--- src/rtl/i2c_pkg.sv ---
// i2c_pkg: shared types and constants for the I2C register-file target.
// Holds the target FSM states, bus condition codes and ACK/NACK levels.
package i2c_pkg;

    typedef enum logic [3:0] {
        IDLE,
        ADDR,
        ADDR_ACK,
        PTR,
        PTR_ACK,
        WDATA,
        WDATA_ACK,
        RDATA,
        RDATA_ACK
    } i2c_tgt_state_t;

    typedef enum logic [1:0] {
        COND_NONE = 2'b00,
        START     = 2'b01,
        STOP      = 2'b10
    } i2c_cond_t;

    localparam logic I2C_ACK  = 1'b0;
    localparam logic I2C_NACK = 1'b1;

    // True when an address byte {addr[6:0], rw} selects this target.
    function automatic logic addr_hit(input logic [7:0] b,
                                      input logic [6:0] dev);
        return b[7:1] == dev;
    endfunction

endpackage

--- src/rtl/i2c_bus_sync.sv ---
// i2c_bus_sync: 2-flop synchronisers for SCL/SDA plus edge/condition detect.
// Ports: CLK, RST (sync, active high), SCL, SDA in; sda_s, scl_rise,
// scl_fall (one-CLK pulses) and cond (COND_NONE/START/STOP pulse) out.
module i2c_bus_sync (
    input  logic       CLK,
    input  logic       RST,
    input  logic       SCL,
    input  logic       SDA,
    output logic       sda_s,
    output logic       scl_rise,
    output logic       scl_fall,
    output logic [1:0] cond
);
    import i2c_pkg::*;

    // [0],[1] synchroniser; [2] previous synchronised value for edges.
    logic [2:0] scl_sh;
    logic [2:0] sda_sh;
    logic       start_c;
    logic       stop_c;
    i2c_cond_t  cond_c;

    always_ff @(posedge CLK) begin
        if (RST) begin
            scl_sh <= '1;
            sda_sh <= '1;
        end else begin
            scl_sh <= {scl_sh[1:0], SCL};
            sda_sh <= {sda_sh[1:0], SDA};
        end
    end

    assign sda_s    = sda_sh[1];
    assign scl_rise = scl_sh[1] & ~scl_sh[2];
    assign scl_fall = ~scl_sh[1] & scl_sh[2];

    // SCL must be high both before and after the SDA edge.
    assign start_c = scl_sh[1] & scl_sh[2] & ~sda_sh[1] & sda_sh[2];
    assign stop_c  = scl_sh[1] & scl_sh[2] & sda_sh[1] & ~sda_sh[2];

    always_comb begin
        cond_c = COND_NONE;
        unique case (1'b1)
            start_c: cond_c = START;
            stop_c:  cond_c = STOP;
            default: ;
        endcase
    end

    assign cond = cond_c;

endmodule

--- src/rtl/i2c_target_mem.sv ---
// i2c_target_mem: I2C target exposing DEPTH 8-bit registers at DEV_ADDR.
// Ports: CLK, RST (sync, active high), SCL/SDA (master side, async),
// SDA_out/SDA_oe (target drive), ACK, BUSY, WR_STB, WR_DATA[7:0].
// Define I2C_TARGET_AUTOINC_EN to auto-increment the register pointer.
module i2c_target_mem #(
    parameter logic [6:0] DEV_ADDR = 7'h50,
    parameter int         DEPTH    = 16
) (
    input  logic       CLK,
    input  logic       RST,
    input  logic       SCL,
    input  logic       SDA,
    output logic       SDA_out,
    output logic       SDA_oe,
    output logic       ACK,
    output logic       BUSY,
    output logic       WR_STB,
    output logic [7:0] WR_DATA
);
    import i2c_pkg::*;

    localparam int PW = (DEPTH > 1) ? $clog2(DEPTH) : 1;

    logic           sda_s;
    logic           scl_rise;
    logic           scl_fall;
    logic [1:0]     cond;
    logic           start_det;
    logic           stop_det;

    i2c_tgt_state_t state_q, state_n;
    logic [2:0]     cnt_q, cnt_n;
    logic [7:0]     shreg_q, shreg_n;
    logic           rdy_q, rdy_n;
    logic           rw_q, rw_n;
    logic           mack_q, mack_n;
    logic [PW-1:0]  ptr_q, ptr_n;
    logic [PW-1:0]  ptr_inc;
    logic           sda_out_q, sda_out_n;
    logic           sda_oe_q, sda_oe_n;
    logic           ack_q, ack_n;
    logic           busy_q, busy_n;
    logic           we;
    logic           wr_stb_q;
    logic [7:0]     wr_data_q;
    logic [7:0]     rx_byte;
    logic [7:0]     mem [DEPTH];

    i2c_bus_sync u_sync (
        .CLK      (CLK),
        .RST      (RST),
        .SCL      (SCL),
        .SDA      (SDA),
        .sda_s    (sda_s),
        .scl_rise (scl_rise),
        .scl_fall (scl_fall),
        .cond     (cond)
    );

    assign start_det = (cond == START);
    assign stop_det  = (cond == STOP);

    // Byte as it stands after the bit sampled on this SCL rise.
    assign rx_byte = {shreg_q[6:0], sda_s};

`ifdef I2C_TARGET_AUTOINC_EN
    assign ptr_inc = ptr_q + 1'b1;
`else
    assign ptr_inc = ptr_q;
`endif

    always_ff @(posedge CLK) begin
        if (RST) begin
            state_q   <= IDLE;
            cnt_q     <= '0;
            shreg_q   <= '0;
            rdy_q     <= 1'b0;
            rw_q      <= 1'b0;
            mack_q    <= I2C_NACK;
            ptr_q     <= '0;
            sda_out_q <= 1'b1;
            sda_oe_q  <= 1'b0;
            ack_q     <= 1'b0;
            busy_q    <= 1'b0;
        end else begin
            state_q   <= state_n;
            cnt_q     <= cnt_n;
            shreg_q   <= shreg_n;
            rdy_q     <= rdy_n;
            rw_q      <= rw_n;
            mack_q    <= mack_n;
            ptr_q     <= ptr_n;
            sda_out_q <= sda_out_n;
            sda_oe_q  <= sda_oe_n;
            ack_q     <= ack_n;
            busy_q    <= busy_n;
        end
    end

    always_comb begin
        state_n   = state_q;
        cnt_n     = cnt_q;
        shreg_n   = shreg_q;
        rdy_n     = rdy_q;
        rw_n      = rw_q;
        mack_n    = mack_q;
        ptr_n     = ptr_q;
        sda_out_n = sda_out_q;
        sda_oe_n  = sda_oe_q;
        ack_n     = ack_q;
        busy_n    = busy_q;
        we        = 1'b0;

        if (stop_det) begin
            state_n   = IDLE;
            rdy_n     = 1'b0;
            sda_out_n = 1'b1;
            sda_oe_n  = 1'b0;
            ack_n     = 1'b0;
            busy_n    = 1'b0;
        end else if (start_det) begin
            state_n   = ADDR;
            cnt_n     = '0;
            rdy_n     = 1'b0;
            sda_out_n = 1'b1;
            sda_oe_n  = 1'b0;
            ack_n     = 1'b0;
        end else if (scl_rise) begin
            unique case (state_q)
                ADDR, PTR, WDATA: begin
                    shreg_n = rx_byte;
                    cnt_n   = cnt_q + 3'd1;
                    if (cnt_q == 3'd7) begin
                        rdy_n = 1'b1;
                        if (state_q == PTR)
                            ptr_n = rx_byte[PW-1:0];
                        if (state_q == WDATA) begin
                            we    = 1'b1;
                            ptr_n = ptr_inc;
                        end
                    end
                end
                RDATA: begin
                    cnt_n = cnt_q + 3'd1;
                    if (cnt_q == 3'd7)
                        rdy_n = 1'b1;
                end
                RDATA_ACK: mack_n = sda_s;
                default: ;
            endcase
        end else if (scl_fall) begin
            unique case (state_q)
                ADDR: begin
                    if (rdy_q) begin
                        rdy_n = 1'b0;
                        if (addr_hit(shreg_q, DEV_ADDR)) begin
                            state_n   = ADDR_ACK;
                            rw_n      = shreg_q[0];
                            sda_out_n = I2C_ACK;
                            sda_oe_n  = 1'b1;
                            ack_n     = 1'b1;
                            busy_n    = 1'b1;
                        end else begin
                            state_n   = IDLE;
                            sda_out_n = 1'b1;
                            sda_oe_n  = 1'b0;
                            busy_n    = 1'b0;
                        end
                    end
                end
                PTR, WDATA: begin
                    if (rdy_q) begin
                        rdy_n     = 1'b0;
                        state_n   = (state_q == PTR) ? PTR_ACK
                                                     : WDATA_ACK;
                        sda_out_n = I2C_ACK;
                        sda_oe_n  = 1'b1;
                        ack_n     = 1'b1;
                    end
                end
                ADDR_ACK: begin
                    cnt_n = '0;
                    ack_n = 1'b0;
                    if (rw_q) begin
                        state_n   = RDATA;
                        shreg_n   = mem[ptr_q];
                        sda_out_n = mem[ptr_q][7];
                        sda_oe_n  = 1'b1;
                    end else begin
                        state_n   = PTR;
                        sda_out_n = 1'b1;
                        sda_oe_n  = 1'b0;
                    end
                end
                PTR_ACK, WDATA_ACK: begin
                    state_n   = WDATA;
                    cnt_n     = '0;
                    ack_n     = 1'b0;
                    sda_out_n = 1'b1;
                    sda_oe_n  = 1'b0;
                end
                RDATA: begin
                    if (rdy_q) begin
                        rdy_n     = 1'b0;
                        state_n   = RDATA_ACK;
                        sda_out_n = 1'b1;
                        sda_oe_n  = 1'b0;
                    end else begin
                        shreg_n   = {shreg_q[6:0], 1'b0};
                        sda_out_n = shreg_q[6];
                    end
                end
                RDATA_ACK: begin
                    if (mack_q == I2C_NACK) begin
                        state_n = IDLE;
                    end else begin
                        state_n   = RDATA;
                        cnt_n     = '0;
                        ptr_n     = ptr_inc;
                        shreg_n   = mem[ptr_inc];
                        sda_out_n = mem[ptr_inc][7];
                        sda_oe_n  = 1'b1;
                    end
                end
                default: ;
            endcase
        end
    end

    always_ff @(posedge CLK) begin
        if (RST) begin
            wr_stb_q  <= 1'b0;
            wr_data_q <= '0;
            for (int i = 0; i < DEPTH; i++)
                mem[i] <= '0;
        end else begin
            wr_stb_q <= we;
            if (we) begin
                wr_data_q  <= rx_byte;
                mem[ptr_q] <= rx_byte;
            end
        end
    end

    assign SDA_out = sda_out_q;
    assign SDA_oe  = sda_oe_q;
    assign ACK     = ack_q;
    assign BUSY    = busy_q;
    assign WR_STB  = wr_stb_q;
    assign WR_DATA = wr_data_q;

endmodule

--- config.mk ---
export PLATFORM = sky130hd
export DESIGN_NAME = i2c_target_mem
export DESIGN_NICKNAME = d
export VERILOG_FILES = /design/src/rtl/i2c_pkg.sv /design/src/rtl/i2c_bus_sync.sv /design/src/rtl/i2c_target_mem.sv
export SDC_FILE = /design/constraint.sdc
export NUM_CORES = 1
export LEC_CHECK = 0
export ABC_AREA = 1
export BUFFER_PORTS_ARGS = -buffer_cell sky130_fd_sc_hd__buf_2
export CAP_MARGIN = 20
export CORE_UTILIZATION = 32
export DETAILED_ROUTE_END_ITERATION = 8
export HOLD_SLACK_MARGIN = 0.06
export PLACE_DENSITY = 0.56
export SETUP_SLACK_MARGIN = 0.3
export SYNTH_ARGS = -nofsm -noshare
export SYNTH_HDL_FRONTEND = slang
export SYNTH_SLANG_ARGS = --single-unit
--- constraint.sdc ---
create_clock -name CLK -period 2.39 [get_ports CLK]
set_clock_uncertainty 0.1 [all_clocks]
set_input_delay 0.3585 -clock CLK [delete_from_list [all_inputs] [get_ports CLK]]
set_output_delay 0.3585 -clock CLK [all_outputs]
set_load 0.005 [all_outputs]
==> results of run 1 <==
## state kept, by name, indices dropped and copies added, names as in the netlist, named ones only
register	flops
rw_q	1
SDA_oe	1
u_sync.scl_sh	3
cnt_q	3
mack_q	1
ACK	1
state_q	4
SDA_out	1
mem	128
rdy_q	1
ptr_inc	4
BUSY	1
shreg_q	8
WR_DATA	8
WR_STB	1
u_sync.sda_sh	3
## critical path, delay by kind of cell (launching register included)
family        cells  cell delay, ns
fa+ha+maj         2            0.29
buf+inv           2            0.20
flops             1            0.36
simple gates      5            0.77
## worst paths after layout
kind,endpoint,cells past startpoint
max,mem[2][7]$_SDFFCE_PN0P_,9
min,shreg_q[6]$_SDFFE_PP0P_,2
max reg2reg,mem[2][7]$_SDFFCE_PN0P_,9
min reg2reg,u_sync.sda_sh[1]$_SDFF_PP1_,1
## metal layers
metal	part of all wire, %	global-route usage (%)	wire length [um]
met5	0	0	0
met4	1.3	4.92	285
met3	3.8	2.59	817
met2	50	28.8	10800
met1	45	21.4	9640
## timing repair
item,CTS,global route
hold buffers,2,0
buffers inserted,1,6
resized for setup,13,38
pin swaps,0,9
hold endpoints to repair,2,0
endpoints found under the setup margin,112,239
## final cells by class
cell class	instances	area (um^2)
clock inverter	15	170
fill	2553	16000
timing repair buffer	74	568
clock buffer	17	425
multi-input combinational	650	3270
sequential	173	4760
tap	335	419
inverter	108	409
## cell families after synthesis
| group | count (synthesis) | share of synthesized area (%) |
|---|---|---|
| and+or+nand+nor | 558 | 30.2 |
| DFF | 173 | 56.2 |
| buffers and inverters | 155 | 7.44 |
| AOI/OAI and AO/OA | 87 | 5.42 |
| adders and majority gates | 5 | 0.741 |
## per-stage QoR
stage / hold WS [ns] / total power [mW] / setup slack (ns) / utilization [%] / instance area [um^2]
2_1_floorplan: 0.289 / 3.60 / 0.275 / - / 8480
3_3_place_gp: 0.301 / 3.68 / 0.237 / 35.2 / 9150
3_5_place_dp: 0.301 / 3.69 / 0.190 / 35.2 / 9150
4_1_cts: 0.172 / 6.47 / 0.297 / 37.8 / 9810
5_1_grt: 0.174 / 6.65 / 0.268 / 38.6 / 10000
6_report: 0.178 / 6.44 / 0.371 / 38.6 / 10000
## cell usage in the layout, fill, tap and decap left out, types with 3 or more instances in the layout
| cell type | synthesis | layout |
|---|---|---|
| nor2_1 | 248 | 245 |
| nand2_1 | 179 | 162 |
| edfxtp_1 | 128 | 128 |
| inv_1 | 101 | 99 |
| nand3_1 | 75 | 75 |
| o21ai_0 | 48 | 48 |
| buf_4 | 3 | 48 |
| dfxtp_1 | 45 | 40 |
| a21oi_1 | 31 | 31 |
| nor2_2 | 17 | 20 |
| nand2_4 | 2 | 19 |
| clkbuf_16 | 0 | 17 |
| buf_2 | 8 | 16 |
| nand4_4 | 9 | 12 |
| buf_6 | 1 | 6 |
| nand2_2 | 5 | 5 |
| or2_2 | 5 | 5 |
| inv_2 | 3 | 5 |
| nor3_1 | 4 | 4 |
| o211ai_1 | 4 | 4 |
| nand4_1 | 4 | 4 |
| inv_6 | 0 | 4 |
| clkinv_1 | 4 | 3 |
| ha_4 | 0 | 3 |
| dfxtp_2 | 0 | 3 |
| inv_8 | 0 | 3 |
| clkinv_4 | 0 | 3 |
## power groups by stage
stage	Sequential (mW)	Combinational (mW)	Clock, mW
CTS	3.36	0.264	2.84
floorplan	3.42	0.181	0
finish	3.36	0.276	2.80
global placement	3.43	0.254	0
detailed placement	3.43	0.255	0
global route	3.37	0.310	2.96
==> run metrics, run 1 <==
status finished clean; clock tree sinks 173; Clk pwr share 43.5%; required time worst endpoint approximately 2.4 ns; antenna violations before repair 0; Worst setup EP type flip-flop; input/output buffers 16; Worst-Skew Late Latency 0.44 ns; Num CTS Buffers 17; pwr/cell area about 640 mW/mm^2; total track usage between 10% and 20%; CP Launch Point cnt_q[0]$_SDFFE_PP0P_; Clk pin slew, worst setup/hold paths about 0.07 ns; Synth Warn # 0; sequential share of the synthesized area a little under three fifths; CTS root buffer clkbuf_16; hpwl dp ~14000 um; worst-path cell chain ha_4, ha_2, inv_2, nor3_4, nand2_4, nor2_8, buf_12, nand4_4, nand2_4; aggregate routed wire length 21500 um; sw power 1.54 mW; Crit path arrival time between 2 and 2.5 ns; # IOs 17; antenna viol nets, final 0; area leader, netlist edfxtp_1; Final period util a little over four fifths; clk buf depth 2; r2r setup slk ~0.37 ns; Most used DFF post-synth edfxtp_1; nets@finish approximately 1000; most frequent cells after synthesis 248 x nor2_1, 179 x nand2_1, 128 x edfxtp_1; min-delay src RST; Initial Util 32.5%; TNS Setup 0 ns; Internal Pwr Total around 5 mW; Die Y 164 um; Yosys top cell area share a little under half; syn_nets 987; Startpoint Class flip-flop; Post-synth EDFFs around 130; synth top area cells edfxtp_1 46%, nor2_1 11%, dfxtp_1 11%, nand2_1 8.0%, inv_1 4.5%; CP max FO 8; Rows about 60; full die area 0.0270 mm^2; Top cell by count, worst path nand2_4; Pre-antenna DRT Iters 5; unique cell type count in the Yosys netlist 37; sequential power share 52.2%; final hold vios 0; Core Area about 0.026 mm^2; fin cells roughly 1400; CP Class flip-flop to flip-flop; worst hold path type input port to flip-flop; DRC viols 0; GRT overflow 0; Yosys reg bits 173; RSZ-0062 raised after global routing true; Avg WL per Cell 15.7 um; Iteration-0 DRC Markers 464; Via Count 6480; synthesized area per cell ~8.6 um^2; area growth from synthesis to layout 18.7%; final max-slew violation count 0; Comb pwr share under 10%; Post-Syn Instances between 900 and 1000; Worst-Margin Slew roughly 0.79 ns; vias in the first global route about 6300; CP max stage cell dfxtp_4; Synth Cell Area ~0.0084 mm^2; async set or reset register ratio after synthesis 0%; layout cells sized above 1 17.9%; diodes inserted 0; Die Wd about 160 um; leakage power a little under 4 nW; Worst path max stage delay approximately 0.36 ns; reg2reg start cnt_q[0]$_SDFFE_PP0P_; Max Fclk slightly below 0.5 GHz; CTS tree built; maximum vdd drop 0.465 mV; largest net degree at the start of global routing 38; Placer Congestion around 0.85; top-count cell post-synth nor2_1; Sw Share a little under a quarter; max_cap viols 0; vias per cell approximately 4.7; setup violators final 0; Worst slew margin 47.3%; fin crit period approximately 2 ns; cell count after placement approximately 1300; H-tree depth 4; first-pass GRT wire length roughly 33000 um
Power figures use the tool's default switching activity.
==> inputs of run 2 (changes only) <==
==> constraint.sdc (replaced) <==
create_clock -name CLK -period 1.9 [get_ports CLK]
set_clock_uncertainty 0.1 [all_clocks]
set_input_delay 0.285 -clock CLK [delete_from_list [all_inputs] [get_ports CLK]]
set_output_delay 0.285 -clock CLK [all_outputs]
set_load 0.005 [all_outputs]
==> run 2 against run 1 <==
  * The flow now finishes with violations (negative setup slack)
  * Clock power grew 14%
  * Highest routed layer unchanged
  * Critical endpoint is now mem[11][0]$_SDFFCE_PN0P_
  * Wire length grew 5.5%
  * Sequential cell count is the same
  * Maximum frequency rose by 2.3%
  * Non-clock buffer count increased by 41
==> run metrics, run 2 (same netlist as run 1, synthesis figures left out) <==
status finished, violations left; failing checks negative setup slack; Core Area 0.0260 mm^2 (unchanged); Worst setup EP type flip-flop; worst hold path type input port to flip-flop; Via Count 6752 (+4.2%); r2r setup slk -0.07 ns (-0.44 ns); Biggest register mem; full die area 0.0270 mm^2 (unchanged); Num CTS Buffers 17 (unchanged); most frequent cells in the layout 173 x nor2_1, 148 x nand2_1, 128 x edfxtp_1; worst-path cell chain ha_4, ha_4, inv_2, nor3_4, nand2_4, nor4_4, buf_6, nand2_4, nand2_4; CTS root buffer clkbuf_16; pwr/cell area 695 mW/mm^2 (+8.2%); maximum vdd drop 0.488 mV (+5.0%); CP max FO 8 (unchanged); Die Y 164 um (unchanged); post-layout util 43.6% (+5.0 points); vias per cell 4.78 (+1.2%); leakage power 4.37 nW (+9.9%); area growth from synthesis to layout 34.0%; Placer Congestion 0.857 (+1.0%); Startpoint Class flip-flop; Place WS -0.176 ns (-0.366 ns); final hold vios 0 (unchanged); clk buf depth 2 (unchanged); Hold EP u_sync.sda_sh[0]$_SDFF_PP1_; CTS tree built; Rows 59 (unchanged); min-delay src RST; fin cells 1413 (+3.0%); nets@finish 1074 (+4.0%); setup violators final 188 (+188); Worst Path Buf+Inv 2 (unchanged); antenna violations before repair 1 (+1); H-tree depth 4 (unchanged); Worst-Margin Slew 0.504 ns (-0.283 ns); Final period util 104% (+19 points); Worst path max stage delay 0.35 ns (about the same); largest net degree at the start of global routing 43 (+13%); input/output buffers 16 (unchanged); Avg WL per Cell 16.1 um (+2.5%); reg2reg start cnt_q[0]$_SDFFE_PP0P_; RSZ-0062 raised after global routing true; Max Fclk 0.507 GHz (+2.3%); diodes inserted 0 (unchanged); final max-slew violation count 0 (unchanged); DRC viols 0 (unchanged); worst reg2reg path depth 9 (unchanged); layout cells sized above 1 31.2% (+13 points); CP Class flip-flop to flip-flop; antenna viol nets, final 0 (unchanged); Clk pin slew, worst setup/hold paths 0.07 ns (about the same); Crit path arrival time 2.01 ns (-0.06 ns); fin area 0.0113 mm^2 (+13%); CP delay by family, top simple AND/OR/NAND/NOR gates; max_cap viols 0 (unchanged); Worst-Skew Late Latency 0.43 ns (about the same); cell count after placement 1367 (+2.7%); Iteration-0 DRC Markers 464 (unchanged); Top cell by count, worst path nand2_4; Critical R2R Capture mem[11][0]$_SDFFCE_PN0P_; total track usage 17.1% (+0.45 points); vias in the first global route 6433 (+2.8%); final worst slack -0.0732 ns (-0.444 ns); GRT overflow 0 (unchanged); # IOs 17 (unchanged); aggregate routed wire length 22700 um (+5.5%); Initial Util 32.5% (unchanged); clock tree sinks 173 (unchanged); Pre-antenna DRT Iters 5 (unchanged); post-placement cell area 0.00961 mm^2 (+5.0%); Worst slew margin 66.4% (+19 points); required time worst endpoint 1.94 ns (-0.50 ns); max FFs per register 128 (unchanged); Die Wd 164 um (unchanged); commonest non-fill, non-tap cell in the layout nor2_1; first-pass GRT wire length 34400 um (+3.1%); fin crit period 1.97 ns (-0.0461 ns); WHS Path Cells 2 (unchanged); hpwl dp 14700 um (+2.7%); CP max stage cell dfxtp_2
-- run 2: layer usage --
layer  global-route usage (%)  share of wire (%)
met5                        0                  0
met1                     22.3                 43
met4                     4.96                1.7
met3                     3.74                5.8
met2                     28.5                 49
-- run 2: per-stage QoR --
stage | hold slack [ns] | setup TNS (ns) | power, mW
6_report | 0.253 | -5.84 | 7.87
5_1_grt | 0.276 | -32.64 | 8.11
4_1_cts | 0.247 | -7.15 | 7.87
3_5_place_dp | 0.300 | -20.80 | 4.68
3_3_place_gp | 0.293 | -16.12 | 4.67
2_1_floorplan | 0.289 | -12.21 | 4.54
-- run 2: worst register-to-register path, stage by stage (launching register included) --
cell and delay, ns:
dfxtp_2 0.35, ha_4 0.14, ha_4 0.11, inv_2 0.04
nor3_4 0.22, nand2_4 0.12, nor4_4 0.16, buf_6 0.23
nand2_4 0.09, nand2_4 0.13
-- run 2: how the worst max path moves through the flow --
stage	from	endpoint	slack [ns]	cells past startpoint
3_3_place_gp	cnt_q[0]$_SDFFE_PP0P_	mem[10][2]$_SDFFCE_PN0P_	-0.15	9
3_5_place_dp	cnt_q[0]$_SDFFE_PP0P_	mem[6][5]$_SDFFCE_PN0P_	-0.18	9
6_report	cnt_q[0]$_SDFFE_PP0P_	mem[11][0]$_SDFFCE_PN0P_	-0.07	9
4_1_cts	cnt_q[0]$_SDFFE_PP0P_	mem[5][5]$_SDFFCE_PN0P_	-0.07	9
2_1_floorplan	u_sync.scl_sh[1]$_SDFF_PP1_	mem[4][0]$_SDFFCE_PN0P_	-0.17	9
5_1_grt	cnt_q[0]$_SDFFE_PP0P_	mem[11][2]$_SDFFCE_PN0P_	-0.18	9
-- run 2: where the power goes --
group	total, mW	switching (mW)	internal [mW]
combinational	0.433	0.279	0.155
sequential	4.23	0.0480	4.18
clock	3.20	1.48	1.73
total	7.87	1.81	6.06
-- run 2: layout make-up --
cell class                 count  area, um^2
fill                        2505       14700
timing repair buffer         115        1190
inverter                     108         417
sequential                   173        4770
clock buffer                  21         450
multi-input combinational    650        3990
clock inverter                11        82.6
tap                          335         419
-- run 2: repair_timing --
action,in CTS,in global routing
gates cloned,1,2
setup endpoints to repair,292,293
pin swaps,10,29
resized for setup,77,197
buffers inserted,3,6
hold endpoints to repair,2,0
hold buffers,2,0
